===== config.mk =====
export PLATFORM = sky130hd
export DESIGN_NAME = pipe_hazard_ctrl_flat
export DESIGN_NICKNAME = d
export VERILOG_FILES = /design/src/rtl/y86_pkg.sv /design/src/rtl/pipe_hazard_ctrl_if.sv /design/src/rtl/hazard_detect.sv /design/src/rtl/pipe_hazard_ctrl.sv /design/src/flat_wrapper.sv
export SDC_FILE = /design/constraint.sdc
export NUM_CORES = 1
export LEC_CHECK = 0
export ABC_AREA = 1
export CORE_AREA = 2 2 153 155
export DETAILED_ROUTE_END_ITERATION = 16
export DIE_AREA = 0 0 155 157
export PLACE_DENSITY = 0.84
export SLEW_MARGIN = 20
export SYNTH_ARGS = -nofsm -noshare
export SYNTH_HDL_FRONTEND = slang
export SYNTH_SLANG_ARGS = --single-unit

===== constraint.sdc =====
create_clock -name clk -period 5.14 [get_ports clk]
set_clock_uncertainty 0.15 [all_clocks]
set_input_delay 0.514 -clock clk [delete_from_list [all_inputs] [get_ports clk]]
set_output_delay 0.514 -clock clk [all_outputs]
set_load 0.01 [all_outputs]

===== src/rtl/y86_pkg.sv =====
// Shared Y86-64 encodings used by the pipeline control unit: instruction
// codes, register ids, status codes and the control FSM state type.
package y86_pkg;

  localparam logic [3:0] INOP    = 4'h1;
  localparam logic [3:0] IMRMOVQ = 4'h5;
  localparam logic [3:0] IJXX    = 4'h7;
  localparam logic [3:0] IRET    = 4'h9;
  localparam logic [3:0] IPOPQ   = 4'hB;

  localparam logic [3:0] RNONE   = 4'hF;

  localparam logic [2:0] SAOK    = 3'd1;
  localparam logic [2:0] SHLT    = 3'd2;
  localparam logic [2:0] SADR    = 3'd3;
  localparam logic [2:0] SINS    = 3'd4;

  typedef enum logic {
    ST_RUN    = 1'b0,
    ST_HALTED = 1'b1
  } state_t;

  // True for the statuses that must freeze the pipeline.
  function automatic logic is_exc_stat(input logic [2:0] s);
    return (s == SADR) || (s == SINS) || (s == SHLT);
  endfunction

endpackage


===== src/rtl/pipe_hazard_ctrl_if.sv =====
// Bundle between the pipeline datapath (master) and the control unit (slave).
// There is no valid/ready handshake on this bundle: every signal is a
// per-cycle level. Datapath status is sampled combinationally each cycle and
// the control outputs apply to the pipe registers at the next rising edge.
interface pipe_hazard_ctrl_if #(parameter int CNT_W = 32) ();
  import y86_pkg::*;

  // Datapath status into the control unit
  logic [63:0]      predPC;
  logic [3:0]       D_icode;
  logic [3:0]       d_srcA;
  logic [3:0]       d_srcB;
  logic [3:0]       E_icode;
  logic [3:0]       E_dstM;
  logic             e_Cnd;
  logic [3:0]       M_icode;
  logic             M_Cnd;
  logic [63:0]      M_valA;
  logic [2:0]       m_stat;
  logic [3:0]       W_icode;
  logic [63:0]      W_valM;
  logic [2:0]       W_stat;

  // Control unit outputs back to the datapath
  logic [63:0]      f_pc;
  logic             F_stall;
  logic             D_stall;
  logic             D_bubble;
  logic             E_bubble;
  logic             M_bubble;
  logic             W_stall;
  logic             halted;
  logic [CNT_W-1:0] cyc_cnt;
  logic [CNT_W-1:0] bub_cnt;
  logic [CNT_W-1:0] misp_cnt;
  state_t           dbg_state;

  modport master (
    output predPC, D_icode, d_srcA, d_srcB, E_icode, E_dstM, e_Cnd,
           M_icode, M_Cnd, M_valA, m_stat, W_icode, W_valM, W_stat,
    input  f_pc, F_stall, D_stall, D_bubble, E_bubble, M_bubble, W_stall,
           halted, cyc_cnt, bub_cnt, misp_cnt, dbg_state
  );

  modport slave (
    input  predPC, D_icode, d_srcA, d_srcB, E_icode, E_dstM, e_Cnd,
           M_icode, M_Cnd, M_valA, m_stat, W_icode, W_valM, W_stat,
    output f_pc, F_stall, D_stall, D_bubble, E_bubble, M_bubble, W_stall,
           halted, cyc_cnt, bub_cnt, misp_cnt, dbg_state
  );

endinterface


===== src/rtl/hazard_detect.sv =====
// Pure combinational hazard terms for the 5-stage pipeline:
// load-use, ret in flight, mispredicted branch, and exception status.
module hazard_detect
  import y86_pkg::*;
(
  input  logic [3:0] D_icode,
  input  logic [3:0] d_srcA,
  input  logic [3:0] d_srcB,
  input  logic [3:0] E_icode,
  input  logic [3:0] E_dstM,
  input  logic       e_Cnd,
  input  logic [3:0] M_icode,
  input  logic [2:0] m_stat,
  input  logic [2:0] W_stat,
  output logic       lu,
  output logic       rt,
  output logic       misp,
  output logic       exc
);

  // Evaluate all four hazard conditions from the current stage contents.
  always_comb begin
    lu   = ((E_icode == IMRMOVQ) || (E_icode == IPOPQ)) &&
           (E_dstM != RNONE) &&
           ((E_dstM == d_srcA) || (E_dstM == d_srcB));
    rt   = (D_icode == IRET) || (E_icode == IRET) || (M_icode == IRET);
    misp = (E_icode == IJXX) && !e_Cnd;
    exc  = is_exc_stat(m_stat) || is_exc_stat(W_stat);
  end

endmodule


===== src/rtl/pipe_hazard_ctrl.sv =====
// Pipeline control unit: owns the predicted-PC register, selects the fetch
// PC, turns hazard terms into stall/bubble controls, freezes the pipeline
// once a non-AOK status reaches W, and keeps saturating perf counters.
module pipe_hazard_ctrl
  import y86_pkg::*;
#(
  parameter logic [63:0] RESET_PC = 64'h0,
  parameter int          CNT_W    = 32
) (
  input  logic               clk,
  input  logic               rst_n,
  pipe_hazard_ctrl_if.slave  bus
);

  localparam logic [CNT_W-1:0] CNT_MAX = '1;
  localparam logic [CNT_W-1:0] CNT_ONE = CNT_W'(1);

  logic             lu, rt, misp, exc;
  state_t           state_q, state_d;
  logic [63:0]      pred_pc_q;
  logic [CNT_W-1:0] cyc_q, bub_q, misp_q;
  logic             f_stall, d_stall, d_bubble, e_bubble, m_bubble, w_stall;
  logic             halted_c;

  hazard_detect u_hazard_detect (
    .D_icode (bus.D_icode),
    .d_srcA  (bus.d_srcA),
    .d_srcB  (bus.d_srcB),
    .E_icode (bus.E_icode),
    .E_dstM  (bus.E_dstM),
    .e_Cnd   (bus.e_Cnd),
    .M_icode (bus.M_icode),
    .m_stat  (bus.m_stat),
    .W_stat  (bus.W_stat),
    .lu      (lu),
    .rt      (rt),
    .misp    (misp),
    .exc     (exc)
  );

  // Fetch PC: a not-taken branch reaching M wins, then a ret return address
  // in W, otherwise the prediction held in the F register.
  always_comb begin
    bus.f_pc = pred_pc_q;
    if ((bus.M_icode == IJXX) && !bus.M_Cnd) begin
      bus.f_pc = bus.M_valA;
    end else if (bus.W_icode == IRET) begin
      bus.f_pc = bus.W_valM;
    end
  end

  // FSM next state and pipe-register controls. A load-use stalls D rather
  // than bubbling it even when a ret is also in flight.
  always_comb begin
    state_d  = state_q;
    f_stall  = lu | rt;
    d_stall  = lu;
    d_bubble = misp | (~lu & rt);
    e_bubble = misp | lu;
    m_bubble = exc;
    w_stall  = (bus.W_stat != SAOK);
    halted_c = 1'b0;
    case (state_q)
      ST_RUN: begin
        if (bus.W_stat != SAOK) state_d = ST_HALTED;
      end
      ST_HALTED: begin
        f_stall  = 1'b1;
        d_stall  = 1'b1;
        d_bubble = 1'b0;
        e_bubble = 1'b0;
        m_bubble = 1'b1;
        w_stall  = 1'b1;
        halted_c = 1'b1;
      end
      default: state_d = ST_RUN;
    endcase
  end

  // FSM state register; HALTED is left only through reset.
  always_ff @(posedge clk or negedge rst_n) begin
    if (!rst_n) state_q <= ST_RUN;
    else        state_q <= state_d;
  end

  // Predicted-PC register follows the predictor unless F is held or halted.
  always_ff @(posedge clk or negedge rst_n) begin
    if (!rst_n) begin
      pred_pc_q <= RESET_PC;
    end else if (!f_stall && (state_q == ST_RUN)) begin
      pred_pc_q <= bus.predPC;
    end
  end

  // Saturating perf counters, advancing only while running.
  always_ff @(posedge clk or negedge rst_n) begin
    if (!rst_n) begin
      cyc_q  <= '0;
      bub_q  <= '0;
      misp_q <= '0;
    end else if (state_q == ST_RUN) begin
      if (cyc_q != CNT_MAX) cyc_q <= cyc_q + CNT_ONE;
      if ((d_bubble || e_bubble) && (bub_q != CNT_MAX)) bub_q <= bub_q + CNT_ONE;
      if (misp && (misp_q != CNT_MAX)) misp_q <= misp_q + CNT_ONE;
    end
  end

  assign bus.F_stall   = f_stall;
  assign bus.D_stall   = d_stall;
  assign bus.D_bubble  = d_bubble;
  assign bus.E_bubble  = e_bubble;
  assign bus.M_bubble  = m_bubble;
  assign bus.W_stall   = w_stall;
  assign bus.halted    = halted_c;
  assign bus.cyc_cnt   = cyc_q;
  assign bus.bub_cnt   = bub_q;
  assign bus.misp_cnt  = misp_q;
  assign bus.dbg_state = state_q;

endmodule


===== src/flat_wrapper.sv =====
// flat-port wrapper written by rule: the top's interface ports become plain ports
module pipe_hazard_ctrl_flat import y86_pkg::*;
#(
  parameter logic [63:0] RESET_PC = 64'h0,
  parameter int          CNT_W    = 32
)
  (clk, rst_n, bus_predPC, bus_D_icode, bus_d_srcA, bus_d_srcB, bus_E_icode, bus_E_dstM, bus_e_Cnd, bus_M_icode, bus_M_Cnd, bus_M_valA, bus_m_stat, bus_W_icode, bus_W_valM, bus_W_stat, bus_f_pc, bus_F_stall, bus_D_stall, bus_D_bubble, bus_E_bubble, bus_M_bubble, bus_W_stall, bus_halted, bus_cyc_cnt, bus_bub_cnt, bus_misp_cnt, bus_dbg_state);
  pipe_hazard_ctrl_if #(.CNT_W(CNT_W)) bus_i ();
  input  logic clk;
  input  logic rst_n;
  input wire logic [$bits(bus_i.predPC)-1:0] bus_predPC;
  input wire logic [$bits(bus_i.D_icode)-1:0] bus_D_icode;
  input wire logic [$bits(bus_i.d_srcA)-1:0] bus_d_srcA;
  input wire logic [$bits(bus_i.d_srcB)-1:0] bus_d_srcB;
  input wire logic [$bits(bus_i.E_icode)-1:0] bus_E_icode;
  input wire logic [$bits(bus_i.E_dstM)-1:0] bus_E_dstM;
  input wire logic [$bits(bus_i.e_Cnd)-1:0] bus_e_Cnd;
  input wire logic [$bits(bus_i.M_icode)-1:0] bus_M_icode;
  input wire logic [$bits(bus_i.M_Cnd)-1:0] bus_M_Cnd;
  input wire logic [$bits(bus_i.M_valA)-1:0] bus_M_valA;
  input wire logic [$bits(bus_i.m_stat)-1:0] bus_m_stat;
  input wire logic [$bits(bus_i.W_icode)-1:0] bus_W_icode;
  input wire logic [$bits(bus_i.W_valM)-1:0] bus_W_valM;
  input wire logic [$bits(bus_i.W_stat)-1:0] bus_W_stat;
  output wire logic [$bits(bus_i.f_pc)-1:0] bus_f_pc;
  output wire logic [$bits(bus_i.F_stall)-1:0] bus_F_stall;
  output wire logic [$bits(bus_i.D_stall)-1:0] bus_D_stall;
  output wire logic [$bits(bus_i.D_bubble)-1:0] bus_D_bubble;
  output wire logic [$bits(bus_i.E_bubble)-1:0] bus_E_bubble;
  output wire logic [$bits(bus_i.M_bubble)-1:0] bus_M_bubble;
  output wire logic [$bits(bus_i.W_stall)-1:0] bus_W_stall;
  output wire logic [$bits(bus_i.halted)-1:0] bus_halted;
  output wire logic [$bits(bus_i.cyc_cnt)-1:0] bus_cyc_cnt;
  output wire logic [$bits(bus_i.bub_cnt)-1:0] bus_bub_cnt;
  output wire logic [$bits(bus_i.misp_cnt)-1:0] bus_misp_cnt;
  output wire logic [$bits(bus_i.dbg_state)-1:0] bus_dbg_state;
  assign bus_i.predPC = bus_predPC;
  assign bus_i.D_icode = bus_D_icode;
  assign bus_i.d_srcA = bus_d_srcA;
  assign bus_i.d_srcB = bus_d_srcB;
  assign bus_i.E_icode = bus_E_icode;
  assign bus_i.E_dstM = bus_E_dstM;
  assign bus_i.e_Cnd = bus_e_Cnd;
  assign bus_i.M_icode = bus_M_icode;
  assign bus_i.M_Cnd = bus_M_Cnd;
  assign bus_i.M_valA = bus_M_valA;
  assign bus_i.m_stat = bus_m_stat;
  assign bus_i.W_icode = bus_W_icode;
  assign bus_i.W_valM = bus_W_valM;
  assign bus_i.W_stat = bus_W_stat;
  assign bus_f_pc = bus_i.f_pc;
  assign bus_F_stall = bus_i.F_stall;
  assign bus_D_stall = bus_i.D_stall;
  assign bus_D_bubble = bus_i.D_bubble;
  assign bus_E_bubble = bus_i.E_bubble;
  assign bus_M_bubble = bus_i.M_bubble;
  assign bus_W_stall = bus_i.W_stall;
  assign bus_halted = bus_i.halted;
  assign bus_cyc_cnt = bus_i.cyc_cnt;
  assign bus_bub_cnt = bus_i.bub_cnt;
  assign bus_misp_cnt = bus_i.misp_cnt;
  assign bus_dbg_state = bus_i.dbg_state;
  pipe_hazard_ctrl #(.RESET_PC(RESET_PC), .CNT_W(CNT_W)) u_core (.clk(clk), .rst_n(rst_n), .bus(bus_i));
endmodule

==> impl_metrics.ini <==
[grt]
grtUsageTotal_pct = 32.1
grt_pass1_vias = 10800
met3_usage_pct = 6.47
grt_max_degree = 129
antenna_found_initial = 7
use_met1_pct = 40.3
gr-total-overflow = 0
grt_util_met2_pct = 54.0
top_usage_layer = met2
grt_pass1_wl_microns = 59900

[critical_path]
r2r_slack_ns = 2.22
worstSetupPathType = input port to output port
endpoint_kind = output port
r2r_start = u_core.bus.bub_cnt[0]
start_kind = input port
path_max_fanout = 42
critPathArrivalTime_ns = 3.08
cp.required_ns = 4.48
regToRegEndpoint = u_core.bus.bub_cnt[3]
reg2reg_depth = 9

[flow_run]
drv_cap = 0

[sta]
setup_violations = 0
tightest_slew_ns = 0.824
finalSetupTns_ns = 0
slew_headroom_pct = 45.1
fmax_mhz = 267
whs_ns = -0.0391
min_period_ns = 3.74
finalCritPeriodShare_pct = 72.8
hold_viol_final = 30
rsz0062_at_grt = false
slew_violations = 0

[power]
p_int_w = 0.00217
comb_power_share_pct = 11.2
fin_total_pwr_w = 0.00286
swShare_pct = 24.2
vdd_drop_max_mv = 0.211
p_switching_w = 0.000692
power_frac_clock_pct = 44.6
seq_power_share_pct = 44.3
power_density_mw_per_mm2 = 192
power_leakage_nw = 6.66

[outcome]
violations = hold timing
status = finished, violations left

[synthesis]
ys.flop_type = dfrtp_1
syn_area_sq_mm = 0.0102
synth-edff-count = 0
yosys.area.top_type = dfrtp_1
ys_ff_latch = 161
yosysMostFrequentCell = nand2_1
syn-instance-count = 1503
yosys_warnings = 0
synth.area.top_cells = dfrtp_1 40%, nand2_1 22%, nor2_1 6.1%
seq_area_frac_synth_pct = 39.7
postSynth.asyncResetShare_pct = 100
synth_cell_type_count = 33
synth_top_area_share_pct = 39.7
syn_nets = 1736
synth_common_cells = 585 x nand2_1, 164 x nor2_1, 161 x dfrtp_1
avgSynthCellArea_sq_um = 6.76

[floorplan]
core_sq_mm = 0.0225
dieArea_sq_mm = 0.0243
rows = 55
start_util_pct = 45.2
die_h_microns = 157
io_pins = 398
die_width_microns = 155

[placed_design]
gp_congestion = 1.03
io_buffers = 397
dpl.hpwl_microns = 30700

[route]
route.vias.total = 11300
detail_route.iter0.violations = 926
dr.pass1.iters = 7
via_per_inst = 5.19
ant_nets = 0
wirelength_microns = 39700
wire_per_inst_microns = 18.3
drc = 0

[cells_and_area]
drive_gt1_share_pct = 2.98
syn2layout_area_growth_pct = 46.3
nets = 2098
n_fill_cell = 1953

[clocking]
root_buffer = clkbuf_16
post-cts-setup-buffers = 0
cts_resized = 0
cts.path.max_buffers = 2
clkLatencyLatePin_ns = 0.44
cts_tree = yes
clkSinkCount = 161
ctsHoldBuffers = 0
clkTransAtPathRegs_ns = 0.07
cts_max_level = 4
cts_buffers = 17

[min_path]
hold_class = input port to async pin
metal layers:
metal | routed length, microns | vias up
li1 | - | 5472
met1 | 16500 | 5217
met2 | 18900 | 488
met3 | 2900 | 75
met4 | 1390 | 0
met5 | 0 | -
power groups by stage:
stage	sequential, W	clock [W]	combinational (W)
after CTS	0.00127	0.00129	0.000320
after floorplan	0.00129	0	0.0000562
final	0.00127	0.00128	0.000319
after global placement	0.00129	0	0.000316
after detailed placement	0.00129	0	0.000318
after global routing	0.00127	0.00135	0.000342
per-stage QoR:
stage	utilization [%]	cells	instance area [sq um]	setup slack, ns
after floorplan	-	1503	10200	2.83
after global placement	63.4	2131	14300	1.42
after detailed placement	63.4	2131	14300	1.45
after CTS	66.0	2163	14800	1.42
after global routing	66.0	2168	14900	1.25
final	66.1	2170	14900	1.40
logic make-up after synthesis:
group	after synthesis	share of synthesized area, %
flip-flops	161	39.7
adder cells (fa/ha/maj)	3	0.369
AND/OR/NAND/NOR	893	35.9
AO/OA/AOI/OAI	160	8.71
XOR/XNOR	83	7.15
buffers and inverters	203	8.20
layout by cell type, fill, tap and decap left out, drive strengths merged:
| cell type | synthesis | final |
|---|---|---|
| inv | 140 | 146 |
| bufinv | 0 | 1 |
| a31oi | 65 | 65 |
| nor2 | 166 | 166 |
| and2 | 1 | 1 |
| clkinv | 0 | 2 |
| clkbuf | 29 | 20 |
| clkdlybuf4s50 | 0 | 396 |
| buf | 34 | 10 |
| nor4 | 2 | 2 |
| o21a | 1 | 1 |
| o21ai | 92 | 92 |
| nor3b | 1 | 1 |
| a21oi | 2 | 2 |
| diode | 0 | 7 |
| nand3 | 61 | 61 |
| nand2 | 587 | 587 |
| ha | 3 | 3 |
| clkinvlp | 0 | 3 |
| nor3 | 48 | 48 |
| dfrtp | 161 | 161 |
| xor2 | 53 | 53 |
| and3 | 1 | 1 |
| nand4 | 18 | 18 |
| xnor2 | 30 | 30 |
| nand3b | 8 | 8 |
cell type report:
class | count | area [sq um] | area share, %
clock buffer | 20 | 457 | 3.07
clock inverter | 12 | 123 | 0.825
antenna | 7 | 17.5 | 0.118
timing repair buffer | 406 | 4050 | 27.2
inverter | 140 | 526 | 3.53
sequential | 161 | 4030 | 27.1
tap | 285 | 357 | 2.40
multi-input combinational | 1139 | 5310 | 35.7
registers in the layout (all words and copies together), names as in the netlist:
name and cells:
u_core.pred_pc_q 64, u_core.bus.cyc_cnt 32, u_core.bus.misp_cnt 32, u_core.bus.dbg_state 1, u_core.bus.bub_cnt 32
worst max-delay path, cell delays in order:
cell	delay [ns]
clkdlybuf4s50_1	0.46
nor2_1	0.04
and3_2	0.18
inv_2	0.52
buf_4	0.41
nand2_1	0.12
a31oi_1	0.22
clkdlybuf4s50_1	0.59
worst max path at each step:
stage | from | to | slack, ns | depth (start not counted)
CTS | bus_W_icode[3] | bus_f_pc[46] | 1.42 | 7
detailed placement | bus_W_icode[3] | bus_f_pc[46] | 1.45 | 7
global placement | bus_W_icode[3] | bus_f_pc[42] | 1.42 | 7
global route | bus_W_icode[1] | bus_f_pc[42] | 1.25 | 8
finish | bus_W_icode[1] | bus_f_pc[46] | 1.40 | 8
floorplan | bus_W_icode[1] | bus_f_pc[13] | 2.83 | 6
No activity file was read; power rests on OpenSTA's default activity.
